File: src/rtl/ysyx_220053_ifid_queue_pkg.sv
// Shared fetch/decode definitions: pc width, the NOP bubble encoding and the
// {pc, instr} payload carried from fetch to decode.
package ysyx_220053_ifid_queue_pkg;

  localparam int unsigned XLEN    = 64;
  localparam int unsigned ILEN    = 32;
  localparam int unsigned DROPS_W = 32;

  // addi x0, x0, 0
  localparam logic [ILEN-1:0] NOP = 32'h0000_0013;

  typedef struct packed {
    logic [XLEN-1:0] pc;
    logic [ILEN-1:0] instr;
  } ifid_entry_t;

  localparam ifid_entry_t BUBBLE = '{pc: '0, instr: NOP};

endpackage

File: src/rtl/ysyx_220053_ifid_queue.sv
// Fetch-to-decode FIFO: buffers (pc, instr) pairs, back-pressures fetch when
// full, discards everything on a redirect flush and shows a NOP bubble when empty.
module ysyx_220053_ifid_queue
  import ysyx_220053_ifid_queue_pkg::*;
#(
  parameter int unsigned DEPTH = 2
) (
  input  logic                        clk,
  input  logic                        rst,
  input  logic                        in_valid,
  input  logic [XLEN-1:0]             in_pc,
  input  logic [ILEN-1:0]             in_instr,
  output logic                        in_ready,
  output logic                        block,
  output logic                        out_valid,
  output logic [XLEN-1:0]             out_pc,
  output logic [ILEN-1:0]             out_instr,
  input  logic                        out_ready,
  input  logic                        flush,
  output logic [$clog2(DEPTH):0]      count,
  output logic [DROPS_W-1:0]          flush_drops
);

  localparam int unsigned PTR_W = (DEPTH > 1) ? $clog2(DEPTH) : 1;
  localparam int unsigned CNT_W = $clog2(DEPTH) + 1;

  ifid_entry_t              mem [DEPTH];
  logic [PTR_W-1:0]         rd_ptr;
  logic [PTR_W-1:0]         wr_ptr;

  logic                     push;
  logic                     pop;
  logic [PTR_W-1:0]         rd_next;
  logic [PTR_W-1:0]         wr_next;
  logic [CNT_W-1:0]         cnt_next;
  logic [DROPS_W-1:0]       drops_next;
  logic [DROPS_W:0]         drops_sum;
  ifid_entry_t              in_entry;
  ifid_entry_t              head_next;

  // in_ready/out_valid are registered, so push/pop never see a same-cycle pass-through
  assign push     = in_valid & in_ready;
  assign pop      = out_valid & out_ready;
  assign in_entry = '{pc: in_pc, instr: in_instr};

  // Next pointer/occupancy state; flush overrides any push or pop in the same cycle
  always_comb begin
    rd_next    = rd_ptr;
    wr_next    = wr_ptr;
    cnt_next   = count;
    drops_next = flush_drops;
    drops_sum  = (DROPS_W+1)'(flush_drops) + (DROPS_W+1)'(count);
    if (flush) begin
      rd_next    = '0;
      wr_next    = '0;
      cnt_next   = '0;
      drops_next = drops_sum[DROPS_W] ? '1 : drops_sum[DROPS_W-1:0];
    end else begin
      if (push) wr_next = PTR_W'(wr_ptr + PTR_W'(1));
      if (pop)  rd_next = PTR_W'(rd_ptr + PTR_W'(1));
      unique case ({push, pop})
        2'b10:   cnt_next = CNT_W'(count + CNT_W'(1));
        2'b01:   cnt_next = CNT_W'(count - CNT_W'(1));
        default: cnt_next = count;
      endcase
    end
  end

  // Head seen by decode after this edge; bypass the write that lands in the head slot
  always_comb begin
    head_next = BUBBLE;
    if (cnt_next != '0) begin
      if (push && !flush && (rd_next == wr_ptr)) head_next = in_entry;
      else                                       head_next = mem[rd_next];
    end
  end

  // Payload storage; contents are don't-care until written
  always_ff @(posedge clk) begin
    if (push && !flush && rst) mem[wr_ptr] <= in_entry;
  end

  always_ff @(posedge clk or negedge rst) begin
    if (!rst) begin
      rd_ptr      <= '0;
      wr_ptr      <= '0;
      count       <= '0;
      flush_drops <= '0;
      in_ready    <= 1'b1;
      block       <= 1'b0;
      out_valid   <= 1'b0;
      out_pc      <= '0;
      out_instr   <= NOP;
    end else begin
      rd_ptr      <= rd_next;
      wr_ptr      <= wr_next;
      count       <= cnt_next;
      flush_drops <= drops_next;
      in_ready    <= (cnt_next < CNT_W'(DEPTH));
      block       <= !(cnt_next < CNT_W'(DEPTH));
      out_valid   <= (cnt_next != '0);
      out_pc      <= head_next.pc;
      out_instr   <= head_next.instr;
    end
  end

endmodule

File: config.mk
export PLATFORM = sky130hd
export DESIGN_NAME = ysyx_220053_ifid_queue
export DESIGN_NICKNAME = d
export VERILOG_FILES = /design/src/rtl/ysyx_220053_ifid_queue_pkg.sv /design/src/rtl/ysyx_220053_ifid_queue.sv
export SDC_FILE = /design/constraint.sdc
export NUM_CORES = 1
export LEC_CHECK = 0
export CAP_MARGIN = 20
export CORE_MARGIN = 10
export CORE_UTILIZATION = 45
export DETAILED_ROUTE_END_ITERATION = 8
export PLACE_DENSITY = 0.8
export RECOVER_POWER = 100
export SLEW_MARGIN = 30
export SYNTH_ARGS = -nofsm -noshare
export SYNTH_HDL_FRONTEND = slang
export SYNTH_SLANG_ARGS = --single-unit
File: constraint.sdc
create_clock -name clk -period 5.1 [get_ports clk]
set_input_delay 1.02 -clock clk [delete_from_list [all_inputs] [get_ports clk]]
set_output_delay 1.02 -clock clk [all_outputs]
set_load 0.01 [all_outputs]
---- Yosys cells after proc, flatten, opt, wreduce, memory -nomap -nowiden ----
Memories as Yosys holds them, arrays and structs flattened.
Cells that the tools add are included.
storage, ports and cells
  register bits after elaboration ......... 135
  bits in writable memories ............... 192
  bits of input ports ..................... 101
  output and inout bits ................... 133
  word-level logic and storage cells ...... 39
  memories kept ........................... 1
memory list
  memory  depth  width  read ports  clocked after Yosys merged registers in  wr ports  RTL line                      text
  mem     2      96     1           0                                        1         ysyx_220053_ifid_queue.sv:27  ifid_entry_t mem [DEPTH];
cells by class
  add/subtract/negate cells ............... 5
  $lt $le $gt $ge ......................... 1
  equality and inequality tests ........... 3
  muxes and demuxes ....................... 11
  bitwise logic cells ..................... 2
  reductions and logical operators ........ 7
operator list
  operator                                                            number
  96-bit two-way mux                                                  2
  32-bit by 2-bit adder with 33-bit output                            1
  32-bit two-way mux                                                  1
  1-bit two-way mux                                                   6
  2-bit one-hot mux with 2 select lines                               1
  2-bit nonzero test                                                  2
  1-bit logical AND                                                   3
  1-bit adder, second input constant                                  2
  2-bit by 1-bit adder with 2-bit output, second input constant       1
  1-bit AND                                                           2
  2-bit by 1-bit == test with 1-bit output, second input constant     1
  2-bit == test, second input constant                                1
  1-bit logical NOT                                                   2
  2-bit less-than comparator, second input constant                   1
  2-bit two-way mux                                                   1
  2-bit by 1-bit subtractor with 2-bit output, second input constant  1
  1-bit == test                                                       1

---- Longest topological paths before layout ----
  depth in word-level cells ............... 7
  mapped depth ............................ 9
  mapped depth without buffers ............ 8

---- Worst setup path before layout ----
No wires, ideal clock.
  path kind ............................... in2reg
  start ................................... input port flush
  end ..................................... memory mem[0][0] (netlist bit), enable pin
  arrival time ............................ 5489 ps
  path slack .............................. -940 ps
  stages on the path ...................... 4
  cells stage by stage .................... buf_4 -> nor2_1 -> nand2_1 -> nor2_1
between the ends
  longest elaborated chain between the ends .. 5
ends and longest elaborated chain
  item                                     RTL line                      text
  from (decl)                              ysyx_220053_ifid_queue.sv:19  input logic flush,
  1-bit logical NOT                        ysyx_220053_ifid_queue.sv:80  if (push && !flush && rst) mem[wr_ptr] <= in_entry;
  1-bit logical AND (2 in a row)           ysyx_220053_ifid_queue.sv:80
  1-bit two-way mux                        ysyx_220053_ifid_queue.sv:80
  1-bit two-way mux (not written as such)  ysyx_220053_ifid_queue.sv:80
  to (decl)                                ysyx_220053_ifid_queue.sv:27
Every way passes these cells.

==> metrics.csv <==
metric,value,unit
Register Area,0.00912,mm2
detailed-route via count,8231,
cell taking the most area after synthesis,edfxtp_1,
post-synthesis register bit count,326,
synth-to-layout area growth,27.7,%
Worst VDD drop,0.367,mV
CTS Buf Count,35,
Avg Inst Size Synth,15.2,um2
Worst-path clk slew,60,ps
# port buffers,233,
f_max,0.250,GHz
initial antenna violation count,9,
Mapped Cells,859,
cts hold-fix bufs,0,
pre-CTS setup slack,1230,ps
status,finished with violations,
setup slack after layout,1090,ps
die width,190,um
Final Hold Vio Count,0,
post-synthesis cell area,0.0130,mm2
htree depth,2,
routability cong.,0.802,
"Min Clock Period, post-route",4010,ps
pin count of the biggest net entering global routing,66,
final setup vio count,0,
crit start category,input pin,
Hold WS,544,ps
fillcell total,2209,
CTS tree,built,
Async SR Flop Fraction,41.1,%
CTS Sinks,326,
hold path depth,1,
multi-input logic area,0.00342,mm2
core area,0.0286,mm2
Residual DRC,0,
first-pass GRT wire length,49600,um
Die H,190,um
Crit path required time,5470,ps
GRT Util Overall,17.1,%
drt initial violations,592,
post-route setup TNS,0,ps
Synth Warn #,0,
violated checks,"max-capacitance violations, max-slew violations",
Post-DP HPWL,20300,um
# rows,62,
Slew Limit Fails,256,
Main synth FF type,edfxtp_1,
DRT Pass-1 Iters,5,
Initial Utilization,45.6,%
Crit Path Category,input pin to flip-flop,
clk_lat worst skew,500,ps
dominant cells by area after synthesis,"edfxtp_1, dfrtp_1, mux2i_1, nor3_1, a211oi_1",
die area,0.0362,mm2
Max-Cap Viols,5,
most frequent cells in the layout,"dlygate4sd3_1, edfxtp_1, dfrtp_1",
HP Class,flip-flop to flip-flop,
CP endpoint kind,flip-flop,
Yosys cell types,51,
detailed-route wire length,31600,um
Final ANT Viol Nets,0,
Post-synth EDFFs,192,
Clock Skew,8.84,ps
Final #Nets,1189,
clock root buffer,clkbuf_16,
headroom to the max-slew limit,-42.2,%
Avg WL per Cell,21.1,um
routed vias/inst,5.49,
final instance area,0.0167,mm2
vias in the first global route,8541,
Worst-Margin Slew,2130,ps
syn nets,964,
num ports,234,
RSZ-0062 raised after global routing,no,
Final Cycle Share,78.6,%
"Max FO, Critical Path",32,
clk buf depth,3,
post-synthesis sequential area ratio,70.0,%
GR Overflow Total,0,
Power Density,481,mW/mm2
leakage,6.25,nW
Yosys top cell area share,44.2,%
post-CTS sizing,0,
WP data arrival,4380,ps
layout cell share with drive strength beyond 1,8.11,%
post-CTS setup buffer count,0,
R2R cell count,5,
DP Area,0.0157,mm2
"commonest non-fill, non-tap cell in the layout",dlygate4sd3_1,
## power breakdown
group,internal (mW),switching [mW]
Clock,1.45,0.971
Sequential,3.24,0.178
Combinational,0.902,1.27
## synth_stat cells, types with 2 or more instances
| cell type | count |
|---|---|
| ha_1 | 3 |
| nand2_1 | 26 |
| and2_1 | 7 |
| buf_6 | 7 |
| xor2_1 | 6 |
| inv_1 | 16 |
| edfxtp_1 | 192 |
| dfrtp_1 | 130 |
| nor3_1 | 100 |
| mux2_1 | 2 |
| and4_1 | 12 |
| buf_8 | 3 |
| mux2i_1 | 99 |
| nor2_1 | 9 |
| o21ai_1 | 3 |
| and3_1 | 6 |
| dfstp_2 | 4 |
| a21oi_1 | 3 |
| buf_2 | 14 |
| a211oi_1 | 66 |
| nor4_1 | 7 |
| nand3_1 | 11 |
| xnor2_1 | 8 |
| a41oi_1 | 3 |
| or2_2 | 2 |
| nand4_1 | 7 |
| a31oi_1 | 17 |
| a21o_1 | 3 |
| o21ai_0 | 2 |
| o22a_1 | 2 |
| a221oi_1 | 3 |
| clkbuf_1 | 27 |
| buf_4 | 10 |
| nor2b_1 | 3 |
| a211oi_2 | 30 |
## registers in the layout, summed over array words and instances (netlist names)
name / flops
mem: 192
out_pc: 64
flush_drops: 32
out_instr: 32
block: 1
count: 1
in_ready: 1
out_valid: 1
rd_ptr: 1
wr_ptr: 1
## through the flow
stage	utilization [%]	total power [mW]	cells
finish	58.2	8.01	1500
CTS	58.6	8.31	1494
global route	58.2	8.40	1499
global placement	54.8	5.82	1431
floorplan	-	4.71	859
detailed placement	54.8	5.86	1431
## layer usage
metal  wire length [um]  vias up  GRT usage (%)
met5                 41        -              0
met4                622        6           4.57
met3               2500       57           5.10
met2              15100      291           27.0
met1              13300     4100           22.5
li1                   -     3777              -
## layout make-up
class	count	area share, %
flip-flops and latches	326	54.8
multi-input cells	455	20.5
repair buffers	250	14.7
clock buffers	51	5.94
well taps	384	2.89
clock inverters	12	0.669
inverters	16	0.361
diodes	6	0.0902
## worst max-delay path: stages
cell           delay, ps
dlygate4sd3_1        690
and4bb_2             400
a21o_1              1300
buf_4                500
mux2i_1              120
a211oi_1             330
## cell families after synthesis
family                   share of synthesized area [%]
AND/OR/NAND/NOR                                   8.39
AO/OA/AOI/OAI                                     8.69
multiplexers                                      7.77
buffers and inverters                             3.45
flip-flops                                        70.0
adder cells (fa/ha/maj)                          0.441
XOR/XNOR                                          1.30
## final timing paths
check / start / endpoint / slack [ps]
worst min-delay path: flush_drops[0] / flush_drops[0] / 540
min in group asynchronous: rst / flush_drops[16] / 630
max in group asynchronous: rst / out_pc[25] / 2330
worst min register to register: flush_drops[0] / flush_drops[0] / 540
worst max register to register: in_ready / mem[0][95] / 1720
worst max-delay path: flush / out_pc[54] / 1090
(Power assumes the default switching activity.)
